## src/rtl/core_pkg.sv

```systemverilog
// Shared RV32I core definitions: funct3 encodings, data-memory geometry and
// the load/store unit state type.
package core_pkg;

    localparam int DATA_WIDTH          = 32;
    localparam int DATA_MEM_ADDR_WIDTH = 12;
    localparam int REG_ADDR_WIDTH      = 5;

    localparam logic [2:0] FUNCT3_LOAD_LB  = 3'b000;
    localparam logic [2:0] FUNCT3_LOAD_LH  = 3'b001;
    localparam logic [2:0] FUNCT3_LOAD_LW  = 3'b010;
    localparam logic [2:0] FUNCT3_LOAD_LBU = 3'b100;
    localparam logic [2:0] FUNCT3_LOAD_LHU = 3'b101;

    localparam logic [2:0] FUNCT3_STORE_SB = 3'b000;
    localparam logic [2:0] FUNCT3_STORE_SH = 3'b001;
    localparam logic [2:0] FUNCT3_STORE_SW = 3'b010;

    typedef enum logic [1:0] {
        LSU_IDLE,
        LSU_REQ,
        LSU_WAIT,
        LSU_RESP
    } lsu_state_e;

    function automatic logic funct3_legal(input logic is_load, input logic [2:0] funct3);
        if (is_load) begin
            return (funct3 == FUNCT3_LOAD_LB)  || (funct3 == FUNCT3_LOAD_LH) ||
                   (funct3 == FUNCT3_LOAD_LW)  || (funct3 == FUNCT3_LOAD_LBU) ||
                   (funct3 == FUNCT3_LOAD_LHU);
        end
        return funct3 <= FUNCT3_STORE_SW;
    endfunction

endpackage

```

## src/rtl/lsu_align.sv

```systemverilog
// Combinational lane steering: store byte enables / replicated write data and
// load byte/half extraction with sign or zero extension.
module lsu_align
    import core_pkg::*;
(
    input  logic [2:0]            i_funct3,
    input  logic [1:0]            i_addr_lo,
    input  logic [DATA_WIDTH-1:0] i_store_data,
    input  logic [DATA_WIDTH-1:0] i_load_word,
    output logic [3:0]            o_be,
    output logic [DATA_WIDTH-1:0] o_store_lanes,
    output logic [DATA_WIDTH-1:0] o_load_data
);

    logic [7:0]  w_byte;
    logic [15:0] w_half;

    // NOTE: every output of a combinational block gets a default first so no
    // path through the case statements can infer a latch.
    always_comb begin
        o_be          = 4'b1111;
        o_store_lanes = i_store_data;
        case (i_funct3[1:0])
            2'b00: begin
                o_be          = 4'b0001 << i_addr_lo;
                o_store_lanes = {4{i_store_data[7:0]}};
            end
            2'b01: begin
                o_be          = i_addr_lo[1] ? 4'b1100 : 4'b0011;
                o_store_lanes = {2{i_store_data[15:0]}};
            end
            default: ;
        endcase
    end

    always_comb begin
        w_byte = i_load_word[7:0];
        case (i_addr_lo)
            2'd1:    w_byte = i_load_word[15:8];
            2'd2:    w_byte = i_load_word[23:16];
            2'd3:    w_byte = i_load_word[31:24];
            default: ;
        endcase
        w_half = i_addr_lo[1] ? i_load_word[31:16] : i_load_word[15:0];
    end

    always_comb begin
        o_load_data = i_load_word;
        case (i_funct3)
            FUNCT3_LOAD_LB:  o_load_data = {{24{w_byte[7]}}, w_byte};
            FUNCT3_LOAD_LBU: o_load_data = {24'h0, w_byte};
            FUNCT3_LOAD_LH:  o_load_data = {{16{w_half[15]}}, w_half};
            FUNCT3_LOAD_LHU: o_load_data = {16'h0, w_half};
            default: ;
        endcase
    end

endmodule

```

## src/rtl/lsu.sv

```systemverilog
// MEM-stage load/store unit: one req/gnt/rvalid data-memory transaction per op.
// Build option LSU_MISALIGN_TRAP_EN reports misaligned half/word accesses as errors.
module lsu
    import core_pkg::*;
#(
    parameter int DATA_WIDTH      = 32,
    parameter int DMEM_ADDR_WIDTH = 12,
    parameter int REG_ADDR_WIDTH  = 5
) (
    input  logic                       clk,
    input  logic                       rst_n,

    input  logic                       ex_valid_i,
    output logic                       ex_ready_o,
    input  logic                       ex_is_load_i,
    input  logic                       ex_is_store_i,
    input  logic [2:0]                 ex_funct3_i,
    input  logic [31:0]                ex_addr_i,
    input  logic [DATA_WIDTH-1:0]      ex_wdata_i,
    input  logic [REG_ADDR_WIDTH-1:0]  ex_rd_i,

    output logic                       wb_valid_o,
    output logic                       wb_we_o,
    output logic [REG_ADDR_WIDTH-1:0]  wb_rd_o,
    output logic [DATA_WIDTH-1:0]      wb_rdata_o,
    output logic                       wb_err_o,

    output logic                       dmem_req_o,
    input  logic                       dmem_gnt_i,
    output logic                       dmem_we_o,
    output logic [3:0]                 dmem_be_o,
    output logic [DMEM_ADDR_WIDTH-1:0] dmem_addr_o,
    output logic [DATA_WIDTH-1:0]      dmem_wdata_o,
    input  logic                       dmem_rvalid_i,
    input  logic [DATA_WIDTH-1:0]      dmem_rdata_i
);

    lsu_state_e                r_state;
    lsu_state_e                w_next;
    logic                      r_is_load;
    logic                      r_err;
    logic [2:0]                r_funct3;
    logic [31:0]               r_addr;
    logic [DATA_WIDTH-1:0]     r_wdata;
    logic [REG_ADDR_WIDTH-1:0] r_rd;
    logic [DATA_WIDTH-1:0]     r_rdata;

    logic                      w_accept;
    logic                      w_misalign;
    logic                      w_illegal;
    logic [3:0]                w_be;
    logic [DATA_WIDTH-1:0]     w_store_lanes;
    logic [DATA_WIDTH-1:0]     w_load_data;

    // Exactly one of load/store must be flagged; anything else is not a memory op.
    assign w_accept = ex_valid_i && ex_ready_o && (ex_is_load_i ^ ex_is_store_i);

`ifdef LSU_MISALIGN_TRAP_EN
    assign w_misalign = ((ex_funct3_i[1:0] == 2'b01) && ex_addr_i[0]) ||
                        ((ex_funct3_i[1:0] == 2'b10) && (ex_addr_i[1:0] != 2'b00));
`else
    assign w_misalign = 1'b0;
`endif

    assign w_illegal = !funct3_legal(ex_is_load_i, ex_funct3_i) || w_misalign;

    lsu_align u_align (
        .i_funct3      (r_funct3),
        .i_addr_lo     (r_addr[1:0]),
        .i_store_data  (r_wdata),
        .i_load_word   (dmem_rdata_i),
        .o_be          (w_be),
        .o_store_lanes (w_store_lanes),
        .o_load_data   (w_load_data)
    );

    // NOTE: state is updated with non-blocking assignments so every register
    // samples the pre-edge values, regardless of statement order.
    always_ff @(posedge clk) begin
        if (!rst_n) begin
            r_state   <= LSU_IDLE;
            r_is_load <= 1'b0;
            r_err     <= 1'b0;
            r_funct3  <= 3'b000;
            r_addr    <= '0;
            r_wdata   <= '0;
            r_rd      <= '0;
            r_rdata   <= '0;
        end else begin
            r_state <= w_next;
            if (w_accept) begin
                r_is_load <= ex_is_load_i;
                r_err     <= w_illegal;
                r_funct3  <= ex_funct3_i;
                r_addr    <= ex_addr_i;
                r_wdata   <= ex_wdata_i;
                r_rd      <= ex_rd_i;
            end
            if ((r_state == LSU_WAIT) && dmem_rvalid_i) begin
                r_rdata <= w_load_data;
            end
        end
    end

    always_comb begin
        w_next       = r_state;
        ex_ready_o   = 1'b0;
        dmem_req_o   = 1'b0;
        dmem_we_o    = 1'b0;
        dmem_be_o    = 4'b0000;
        dmem_addr_o  = '0;
        dmem_wdata_o = '0;
        wb_valid_o   = 1'b0;
        wb_we_o      = 1'b0;
        wb_rd_o      = '0;
        wb_rdata_o   = '0;
        wb_err_o     = 1'b0;

        case (r_state)
            LSU_IDLE: begin
                ex_ready_o = 1'b1;
                if (w_accept) begin
                    w_next = w_illegal ? LSU_RESP : LSU_REQ;
                end
            end
            LSU_REQ: begin
                // Bus fields come only from captured registers, so they hold while gnt is low.
                dmem_req_o   = 1'b1;
                dmem_we_o    = !r_is_load;
                dmem_be_o    = w_be;
                dmem_addr_o  = r_addr[DMEM_ADDR_WIDTH+1:2];
                dmem_wdata_o = r_is_load ? '0 : w_store_lanes;
                if (dmem_gnt_i) begin
                    w_next = r_is_load ? LSU_WAIT : LSU_RESP;
                end
            end
            LSU_WAIT: begin
                if (dmem_rvalid_i) begin
                    w_next = LSU_RESP;
                end
            end
            LSU_RESP: begin
                wb_valid_o = 1'b1;
                wb_we_o    = r_is_load && !r_err;
                wb_rd_o    = r_is_load ? r_rd : '0;
                wb_rdata_o = (r_is_load && !r_err) ? r_rdata : '0;
                wb_err_o   = r_err;
                w_next     = LSU_IDLE;
            end
            default: w_next = LSU_IDLE;
        endcase
    end

endmodule
```

## config.mk

```make
export PLATFORM = sky130hd
export DESIGN_NAME = lsu
export DESIGN_NICKNAME = d
export VERILOG_FILES = /design/src/rtl/core_pkg.sv /design/src/rtl/lsu_align.sv /design/src/rtl/lsu.sv
export SDC_FILE = /design/constraint.sdc
export NUM_CORES = 1
export LEC_CHECK = 0
export CAP_MARGIN = 25
export CORE_MARGIN = 2
export CORE_UTILIZATION = 46
export CTS_CLUSTER_SIZE = 14
export DETAILED_ROUTE_END_ITERATION = 16
export GPL_ROUTABILITY_DRIVEN = 0
export PLACE_DENSITY = 0.95
export SYNTH_ARGS = -nofsm -noshare
export SYNTH_HDL_FRONTEND = slang
export SYNTH_SLANG_ARGS = --single-unit
```

## constraint.sdc

```tcl
create_clock -name clk -period 4.6 [get_ports clk]
set_input_delay 0.92 -clock clk [delete_from_list [all_inputs] [get_ports clk]]
set_output_delay 0.92 -clock clk [all_outputs]
set_load 0.1 [all_outputs]
```

---- Word level (Yosys, flattened, before mapping) ----
Cells that the tools add are included.
word-level totals
  bits in registers ....................... 90
  input port bits ......................... 111
  output and inout bits ................... 91
  word-level logic and storage cells ...... 73
operators by class
  $lt $le $gt $ge ......................... 1
  equality and inequality tests ........... 17
  shift-type cells ........................ 1
  multiplexer cells ....................... 29
  bitwise operators ....................... 1
  reductions and logical operators ........ 16
operators by type and width
  operator             count
  $mux 32              4
  $pmux 32 s4          1
  $pmux 32 s2          1
  $pmux 8 s3           1
  $mux 16              1
  $eq 3x3->1 const B   4
  $mux 12              1
  $mux 1               10
  $mux 5               2
  $eq 2x2->1 const B   4
  $mux 2               4
  $mux 4               2
  $pmux 2 s4           1
  $pmux 4 s2           1
  $eq 2x1->1 const B   3
  $eq 3x1->1 const B   2
  $logic_not 3->1      2
  $ne 2x2->1 const B   3
  $logic_and 1x1->1    4
  $logic_not 2->1      2
  $logic_or 1x1->1     4
  $shl 1x2->4 const A  1
  $eq 3x2->1 const B   1
  $le 3x2->1 const B   1
  other kinds (3)      5

---- Longest topological paths before layout ----
Gate-level depths: netlist (run 1).
  depth in word-level cells ............... 10
  mapped depth ............................ 8
  depth with buffers taken out ............ 6

---- Hierarchy ----
Synthesis (run 1) repeated with hierarchy kept, for this count alone.
second synthesis, totals
  cell total of the unflattened synthesis .. 698
  area total of the unflattened synthesis .. 5118.7 um^2
by module, submodules not included
  module     times used  cells an instance  area each (um^2)  seq. area each (um^2)
  lsu        1           509                3856.2            1801.7
  lsu_align  1           189                1262.5            0.0

---- Least setup slack after synthesis (run 1) ----
No wires, ideal clock.
  path kind ............................... reg-to-output
  start point ............................. reg r_state[0]
  end point ............................... out wb_rdata_o[22]
  data arrival time ....................... 3.435 ns
  required time ........................... 3.680 ns
  slack ................................... 0.245 ns
  cell stages (with the launch flop) ...... 5
  buffers on the path ..................... 1
  cells stage by stage .................... dfxtp_1 -> ha_1 -> and3_1 -> clkbuf_1 -> and2_1
on the way
  word-level cells in the longest chain between the ends .. 2
ends and longest elaborated chain
  element                   line        text
  start: declaration        lsu.sv:38   lsu_state_e r_state;
  start signal: assignment  lsu.sv:90   r_state <= w_next;
  $eq 2x2->1                lsu.sv:119  case (r_state)
  $mux 32                   lsu.sv:119
  end: declaration          lsu.sv:25   output logic [DATA_WIDTH-1:0] wb_rdata_o,
Every way passes these cells.

---- Worst setup path after layout (run 1) ----
  start point ............................. reg r_state[1]
  end point ............................... out dmem_wdata_o[4]
on the way
  word-level cells in the longest chain between the ends .. 2
ends and longest elaborated chain
  element           line        text
  $eq 2x1->1        lsu.sv:119
  $mux 32           lsu.sv:119
  end: declaration  lsu.sv:33   output logic [DATA_WIDTH-1:0] dmem_wdata_o,
Every way passes these cells.

==> results of run 1 <==
## cell families after synthesis
| logic type | synth area share |
|---|---|
| AOI/OAI and AO/OA | 0.231 |
| xor gates and xnor gates | 0.00186 |
| and+or+nand+nor | 0.269 |
| DFF | 0.382 |
| buffers and inverters | 0.0515 |
| muxes | 0.0517 |
| adders and majority gates | 0.0133 |
## metrics by stage
stage / total power, mW / utilization / cell area, µm² / worst slack, ns / hold WS, ns
floorplan: 1.69 / - / 4720 / 0.245 / 0.432
global placement: 1.93 / 0.648 / 6400 / 1.34 / 0.439
detailed placement: 1.98 / 0.648 / 6400 / 1.22 / 0.444
CTS: 2.53 / 0.668 / 6590 / 0.778 / 0.457
global route: 2.66 / 0.668 / 6590 / 0.570 / 0.475
finish: 2.53 / 0.668 / 6590 / 0.788 / 0.457
## final cells by class
| type | instances | area share |
|---|---|---|
| multi-input cells | 486 | 0.407 |
| flip-flops and latches | 90 | 0.274 |
| repair buffers | 190 | 0.259 |
| well taps | 133 | 0.0253 |
| clock buffers | 10 | 0.0194 |
| clock inverters | 6 | 0.00987 |
| inverters | 9 | 0.00513 |
## registers in the layout (all words and copies together), names as in the netlist
register,flops
r_rdata,32
r_wdata,32
r_addr,14
r_rd,5
r_funct3,3
r_state,2
r_err,1
r_is_load,1
## cells in the final DEF (no fill, tap or decap), types with 3 or more instances in the layout
cell type,netlist,layout
a221oi_2,7,7
a21o_1,5,5
ha_1,5,5
nor2_1,42,42
nand2b_1,5,5
and2_1,61,61
dfxtp_1,90,89
and2b_1,3,3
a221oi_1,4,4
o21ai_0,39,39
nand2_1,143,143
o21a_1,5,5
clkdlybuf4s50_1,0,113
inv_1,8,7
a22o_1,4,4
mux2i_1,18,18
mux2_2,3,3
buf_4,0,77
nor2b_1,7,6
a2111oi_0,4,4
and3_1,7,7
clkbuf_8,0,9
a21oi_1,97,97
o22ai_1,5,5
a211oi_1,4,4
## worst min-delay path, delay by kind of cell (launching register included)
kind	cells	cell delay [ns]
DFF	1	0.31
AOI/OAI and AO/OA	1	0.05
and+or+nand+nor	1	0.05
## metal layers
| metal | track usage | vias to the layer above | wire length (µm) |
|---|---|---|---|
| li1 | - | 2445 | - |
| met5 | 0 | - | 0 |
| met1 | 0.316 | 2397 | 6080 |
| met4 | 0.130 | 0 | 513 |
| met3 | 0.0705 | 50 | 1520 |
| met2 | 0.466 | 284 | 7310 |
## Yosys cell counts (all sizes together) (2+ instances only)
library cell    n
a221oi         11
ha              5
a21oi          97
o21ai          39
a2111oi         4
nand2         143
clkbuf         25
o21a            5
and2b           3
a21o            5
nand3           2
nor2           43
a211oi          4
a22o            4
and2           61
o22ai           5
nor2b           7
buf            23
dfxtp          90
nand2b          5
mux2            5
and3            7
mux2i          18
inv             9
## power by group
| group | internal, mW | switching [mW] | total [mW] |
|---|---|---|---|
| Combinational | 0.308 | 0.683 | 0.990 |
| Clock | 0.254 | 0.299 | 0.553 |
| Sequential | 0.894 | 0.0929 | 0.987 |
| Total | 1.46 | 1.07 | 2.53 |
## worst max path at each step
stage | startpoint | to | slack, ns | cells after the start
3_5_place_dp | r_state[1]$_SDFFE_PN0P_ | dmem_wdata_o[4] | 1.22 | 6
6_report | r_state[1]$_SDFFE_PN0P_ | dmem_wdata_o[4] | 0.79 | 6
4_1_cts | r_state[1]$_SDFFE_PN0P_ | dmem_wdata_o[4] | 0.78 | 6
3_3_place_gp | r_state[1]$_SDFFE_PN0P_ | dmem_wdata_o[2] | 1.34 | 6
5_1_grt | r_state[1]$_SDFFE_PN0P_ | dmem_wdata_o[4] | 0.57 | 6
2_1_floorplan | r_state[0]$_SDFFE_PN0P_ | wb_rdata_o[22] | 0.24 | 4
==> flow_summary.ini, run 1 <==
[drt]
drt_first_pass_iters = 5
wl_um = 15400
drc = 0
num_vias = 5176
drt_iter0_drc = 379
wire_per_inst_um = 16.7
antenna_left = 0
via_per_inst = 5.60

[synthesis]
ys_warn_count = 0
netlist.area_leader.share = 0.382
synth_seq_cells = 90
netlist_area_um2 = 4720
synth.avg_cell_area_um2 = 7.45
synthFlopType = dfxtp_1
syn_nets = 749
synth.top_cells.by_area = dfxtp_1, nand2_1, a21oi_1
async_reset_ff_frac = 0
syn_inst = 633
synth_area_leader_cell = dfxtp_1
yosysSeqAreaShare = 0.382
synth_edf_count = 0
netlist-cell-type-count = 43

[clock_network]
cts_tree = built
post-cts-setup-buffers = 0
cts_inserted_buffers = 9
path_clk_slew_ns = 0.09
cts-root-buf = clkbuf_8
clockBufferDepth = 2
cts_resized = 0
clock_latency_ns = 0.37
hold_buffers = 0
h-tree-depth = 3
cts.sinks = 90

[setup_path]
cp.arrival_ns = 2.89
cp_cell_sequence = inv_1 -> ha_1 -> nand2b_1 -> inv_2 -> and2_1 -> buf_4
critPathRequiredTime_ns = 3.68
cp.buffers_inverters = 3
endpoint_kind = primary output
critical_path.max_stage_delay_ns = 0.65
path_delay_family = buffers and inverters
crit_fanout = 25
worst-setup-path-type = flop to primary output
cp_slowest_cell = nand2b_1
cp-start-kind = flop
rrSetupSlack_ns = 1.94
rr_endpoint = r_state[0]$_SDFFE_PN0P_
reg2reg_depth = 6
r2r-start = r_state[1]$_SDFFE_PN0P_

[sta]
finalHoldViolCount = 0
tightest_slew_ns = 1.01
rsz0062_at_grt = false
layout_worst_path_cycle_share = 0.829
maxSlewViolCount = 0
slew_headroom = 0.327
fin_crit_ns = 3.81
skew_ns = 0.0138
tns_ns = 0
fmax_ghz = 0.262
setup_viol = 0

[status]
status = complete, no violations

[hold_path]
whs_path_depth = 2
min_from = r_rd[0]$_SDFFE_PN0P_
hold_class = flop to flop
hold_path_end = r_rd[0]$_SDFFE_PN0P_

[grt]
antenna_found_initial = 0
overflow = 0
grt_pass1_vias = 5118
grt_pass1_wl_um = 24500
global_route.usage.total = 0.272
grt_max_degree = 59

[die]
dieArea_um2 = 11100
fp.dieH_um = 105
io_pins = 202
dieWidth_um = 105
core_area_um2 = 9860
num_rows = 36
initial_core_util = 0.478

[placement]
dp_cells = 908
io_buffers = 183
dp_hpwl_um = 10900

[finish]
final-seq-area_um2 = 1800
num-fill-cells = 775
area_growth_pct = 39.7
nets = 902
diodes = 0
drive_gt1_frac = 0.142
fin_cells = 924
multi_input_area_um2 = 2680

[power_and_ir_drop]
p_per_area_nw_per_um2 = 384
power_leakage_nw = 2.61
ir_drop_uv = 343

[flow_run]
maxCapViolCount = 0
Note: power is estimated with default switching activity, not from simulation.
==> run 2: changes to the inputs <==
- CORE_UTILIZATION: 46 -> 43
- PLACE_DENSITY: 0.95 -> 0.9
- clock period: 4.6 -> 3.8 ns (I/O delays scaled with it)
==> run 2 against run 1 <==
Against the previous run:
- core utilization decreased by 1.5 points
- clock skew decreased by 0.0089 ns
- critical path depth decreased by 2
- die area increased by 6.7%
- flip-flop and latch count unchanged
- critical path type unchanged
- routed wire length decreased by 3.8%
==> flow_summary.ini, run 2 (same netlist as run 1, synthesis figures left out) <==
[status]
status = complete, no violations

[finish]
diodes = 0
area_growth_pct = 49.5
layout_common_cells = nand2_1, a21oi_1, clkdlybuf4s50_1
final_core_utilization = 0.653
nets = 905
final_area_um2 = 7050
largest_registers = r_rdata (32), r_wdata (32), r_addr (14)
final_common_cell = nand2_1
drive_gt1_frac = 0.181

[setup_path]
reg2reg_depth = 4
cp_cell_sequence = nand2b_1 -> a21oi_1 -> nor2_1 -> buf_12
r2r-start = r_addr[1]$_SDFFE_PN0P_
cp-start-kind = flop
critical_path.max_stage_delay_ns = 0.73
rrSetupSlack_ns = 1.48
endpoint_kind = primary output
critPathRequiredTime_ns = 3.04
cp.depth = 4
rr_endpoint = r_rdata[22]$_SDFFE_PN0P_
cp_slowest_cell = dfxtp_1
cp.buffers_inverters = 1
cp.arrival_ns = 2.19
crit_fanout = 14
worst-setup-path-type = flop to primary output
path_delay_family = simple AND/OR/NAND/NOR gates

[placement]
dpl_cell_area_um2 = 6840
dp_hpwl_um = 10500
post-place-ws_ns = 0.865
io_buffers = 183

[sta]
layout_setup_ws_ns = 0.852
finalHoldViolCount = 0
tightest_slew_ns = 0.976
layout_worst_path_cycle_share = 0.776
maxSlewViolCount = 0
slew_headroom = 0.349
setup_viol = 0
tns_ns = 0
fmax_ghz = 0.339
rsz0062_at_grt = false
fin_crit_ns = 2.95
skew_ns = 0.00485

[die]
core_area_um2 = 10800
dieWidth_um = 109
dieArea_um2 = 11800
initial_core_util = 0.437
num_rows = 38
fp.dieH_um = 109
io_pins = 202

[power_and_ir_drop]
combPwrFrac = 0.396
p_seq_frac = 0.379
power.share.clock = 0.226
p_per_area_nw_per_um2 = 449
ir_drop_uv = 444
power_leakage_nw = 2.76
power_mw = 3.16
p_sw_mw = 1.28
p_int_mw = 1.89
swShare = 0.404

[clock_network]
post-cts-setup-buffers = 0
cts_inserted_buffers = 9
cts.sinks = 90
cts_resized = 0
cts-root-buf = clkbuf_8
clock_latency_ns = 0.35
clockBufferDepth = 2
cts_tree = built
path_clk_slew_ns = 0.09
hold_buffers = 0
h-tree-depth = 3

[grt]
global_route.usage.total = 0.252
antenna_found_initial = 0
overflow = 0
grt_pass1_wl_um = 23300
grt_pass1_vias = 4746
grt_max_degree = 42

[drt]
antenna_left = 0
via_per_inst = 5.30
wl_um = 14800
num_vias = 4950
drt_first_pass_iters = 5
drt_iter0_drc = 325
drc = 0
wire_per_inst_um = 15.9

[hold_path]
min_from = r_addr[12]$_SDFFE_PN0P_
hold_path_end = r_addr[12]$_SDFFE_PN0P_
whs_path_depth = 2
hold_class = flop to flop

[flow_run]
maxCapViolCount = 0
[run 2: cell count changes in the layout (fill, tap and decap cells not counted), sizes merged]
cell           delta
clkinv            -1
inv               -2
clkbuf            +2
bufinv            +1
clkdlybuf4s50    -21
buf              +24
[run 2: metal layers]
metal	part of all wire	up-vias	global-route usage
met5	0	-	0
met3	0.091	17	0.0723
li1	-	2445	-
met4	0.015	0	0.0916
met1	0.42	2270	0.308
met2	0.48	218	0.421
[run 2: worst min-delay path, stage by stage, from the launching register on]
cell and delay (ns):
dfxtp_1 0.31, nand2_1 0.05, a21oi_1 0.05
[run 2: area by class of cell]
class / count / area (µm²)
Timing Repair Buffer: 193 / 2120
Clock inverter: 4 / 76.3
Sequential cell: 90 / 1800
Tap cell: 140 / 175
Inverter: 9 / 33.8
Fill cell: 871 / 3740
Clock buffer: 12 / 135
Multi-Input combinational cell: 486 / 2710
[run 2: power by group through the flow]
stage                     clock, mW  sequential (mW)  combinational (mW)
after floorplan                   0             1.16               0.895
after global placement            0             1.21                1.23
after detailed placement          0             1.22                1.25
after CTS                     0.735             1.19                1.25
after global routing          0.774             1.22                1.35
final                         0.714             1.20                1.25
[run 2: metrics by stage]
stage                     hold WS [ns]  instances
final                            0.453        934
after detailed placement         0.442        918
after floorplan                  0.432        633
after global placement           0.437        918
after CTS                        0.454        934
after global routing             0.473        934
[run 2: how the worst max path moves through the flow]
stage,start,end
after floorplan,r_state[1]$_SDFFE_PN0P_,dmem_wdata_o[12]
after global placement,ex_is_store_i,r_wdata[1]$_SDFFE_PN0P_
after detailed placement,ex_is_store_i,r_wdata[1]$_SDFFE_PN0P_
after CTS,r_funct3[0]$_SDFFE_PN0P_,dmem_wdata_o[8]
after global routing,r_funct3[1]$_SDFFE_PN0P_,dmem_be_o[1]
final,r_funct3[0]$_SDFFE_PN0P_,dmem_be_o[2]
==> run 3: changes to the inputs <==
- clock period: 3.8 -> 3 ns (I/O delays scaled with it)
==> run 3 against run 2 <==
Against the previous run:
- count of clock-buffer cells in the layout fell by 3
- final area rose by 8.8%
- via count rose by 3.8%
- register-to-register slack got worse by 0.63 ns
- first-iteration DRC count fell by 8.6%
- sequential power rose by 26%
- setup slack got worse by 0.72 ns
- flip-flop and latch count did not move
- hold slack improved by 0.0012 ns
- clock power rose by 16%
- critical path type unchanged
- critical endpoint is now dmem_wdata_o[1]
- largest power group unchanged
==> flow_summary.ini, run 3 (same netlist as run 1, synthesis figures left out) <==
[die]
fp.dieH_um = 109
core_area_um2 = 10800
dieArea_um2 = 11800
num_rows = 38
dieWidth_um = 109
io_pins = 202
initial_core_util = 0.437

[clock_network]
clockBufferDepth = 2
h-tree-depth = 3
cts_inserted_buffers = 9
clock_latency_ns = 0.37
post-cts-setup-buffers = 0
cts_resized = 0
cts_tree = built
hold_buffers = 0
cts.sinks = 90
path_clk_slew_ns = 0.10
cts-root-buf = clkbuf_8

[sta]
setup_viol = 0
tns_ns = 0
maxSlewViolCount = 0
fmax_ghz = 0.349
layout_worst_path_cycle_share = 0.955
rsz0062_at_grt = false
finalHoldViolCount = 0
slew_headroom = 0.502
tightest_slew_ns = 0.727
fin_crit_ns = 2.87
skew_ns = 0.0141

[power_and_ir_drop]
power_leakage_nw = 2.90
ir_drop_uv = 396
p_sw_mw = 1.74
p_seq_frac = 0.374
p_int_mw = 2.30
swShare = 0.431
power.share.clock = 0.205
power_mw = 4.04
p_per_area_nw_per_um2 = 527
combPwrFrac = 0.421

[finish]
num-fill-cells = 771
final_common_cell = nand2_1
layout_common_cells = nand2_1, clkdlybuf4s50_1, dfxtp_1
area_growth_pct = 62.6
nets = 909
largest_registers = r_rdata (32), r_wdata (32), r_addr (14)
final_core_utilization = 0.710
diodes = 0
fin_cells = 938
drive_gt1_frac = 0.237

[setup_path]
path_delay_family = buffers and inverters
r2r-start = r_funct3[0]$_SDFFE_PN0P_
cp-start-kind = flop
cp_slowest_cell = dfxtp_1
cp.arrival_ns = 2.27
rrSetupSlack_ns = 0.85
reg2reg_depth = 5
rr_endpoint = r_rdata[0]$_SDFFE_PN0P_
critical_path.max_stage_delay_ns = 0.36
cp_cell_sequence = inv_1 -> ha_2 -> nand2b_2 -> inv_2 -> and2_2 -> buf_12
critPathRequiredTime_ns = 2.40
crit_fanout = 15
endpoint_kind = primary output
worst-setup-path-type = flop to primary output
cp.buffers_inverters = 3

[hold_path]
hold_path_end = r_addr[12]$_SDFFE_PN0P_
whs_path_depth = 2
min_from = r_addr[12]$_SDFFE_PN0P_
hold_class = flop to flop

[status]
status = complete, no violations

[drt]
drc = 0
wire_per_inst_um = 16.4
drt_iter0_drc = 297
via_per_inst = 5.48
num_vias = 5136
antenna_left = 0
wl_um = 15300
drt_first_pass_iters = 5

[grt]
overflow = 0
grt_pass1_vias = 4981
grt_pass1_wl_um = 24500
antenna_found_initial = 0
grt_max_degree = 37
global_route.usage.total = 0.263

[placement]
io_buffers = 183
dp_cells = 922
dp_hpwl_um = 11400

[flow_run]
maxCapViolCount = 0
==> run 3: cell types whose count changed in the layout (fill, tap and decap cells not counted), sizes merged <==
cell    change
bufinv      -2
clkbuf      -3
clkinv      +2
inv         +3
buf         +4
==> run 3: worst min-delay path: stages (launching register included) <==
cell and delay, ns:
dfxtp_1 0.32, nand2_1 0.05, a21oi_1 0.05
==> run 3: per-stage QoR <==
stage | worst slack, ns | cell area [µm²] | hold slack (ns)
3_3_place_gp | 0.575 | 7470 | 0.437
6_report | 0.135 | 7670 | 0.455
4_1_cts | 0.115 | 7670 | 0.458
2_1_floorplan | -0.119 | 4850 | 0.432
5_1_grt | 0.000126 | 7670 | 0.475
3_5_place_dp | 0.535 | 7470 | 0.444
==> run 3: worst max-delay path by stage <==
stage                     slack (ns)          endpoint  depth (start not counted)                     from
after floorplan                -0.12  dmem_wdata_o[14]                          6  r_state[1]$_SDFFE_PN0P_
after global placement          0.57   dmem_wdata_o[2]                          6  r_state[1]$_SDFFE_PN0P_
after detailed placement        0.53   dmem_wdata_o[1]                          6  r_state[1]$_SDFFE_PN0P_
after CTS                       0.12   dmem_wdata_o[1]                          6  r_state[1]$_SDFFE_PN0P_
after global routing          0.0001   dmem_wdata_o[3]                          6  r_state[1]$_SDFFE_PN0P_
final                           0.13   dmem_wdata_o[1]                          6  r_state[1]$_SDFFE_PN0P_
==> run 3: cell type report <==
type                    instances  area (µm²)  share of cell area
clock buffers                   9         124              0.0162
clock inverters                 7        72.6             0.00946
inverters                       9        33.8             0.00441
multi-input cells             486        2820               0.368
flip-flops and latches         90        1800               0.235
well taps                     140         175              0.0228
repair buffers                197        2640               0.344
==> run 3: metal layers <==
| layer | share of wire | global-route usage | vias to the layer above |
|---|---|---|---|
| li1 | - | - | 2460 |
| met2 | 0.48 | 0.436 | 229 |
| met1 | 0.40 | 0.323 | 2415 |
| met5 | 0 | 0 | - |
| met4 | 0.030 | 0.108 | 0 |
| met3 | 0.081 | 0.0729 | 32 |
==> run 3: power groups by stage <==
stage | clock network [mW] | registers [mW] | logic [mW]
2_1_floorplan | 0 | 1.47 | 1.18
3_3_place_gp | 0 | 1.52 | 1.66
3_5_place_dp | 0 | 1.53 | 1.70
4_1_cts | 0.844 | 1.51 | 1.70
5_1_grt | 0.909 | 1.54 | 1.83
6_report | 0.828 | 1.51 | 1.70
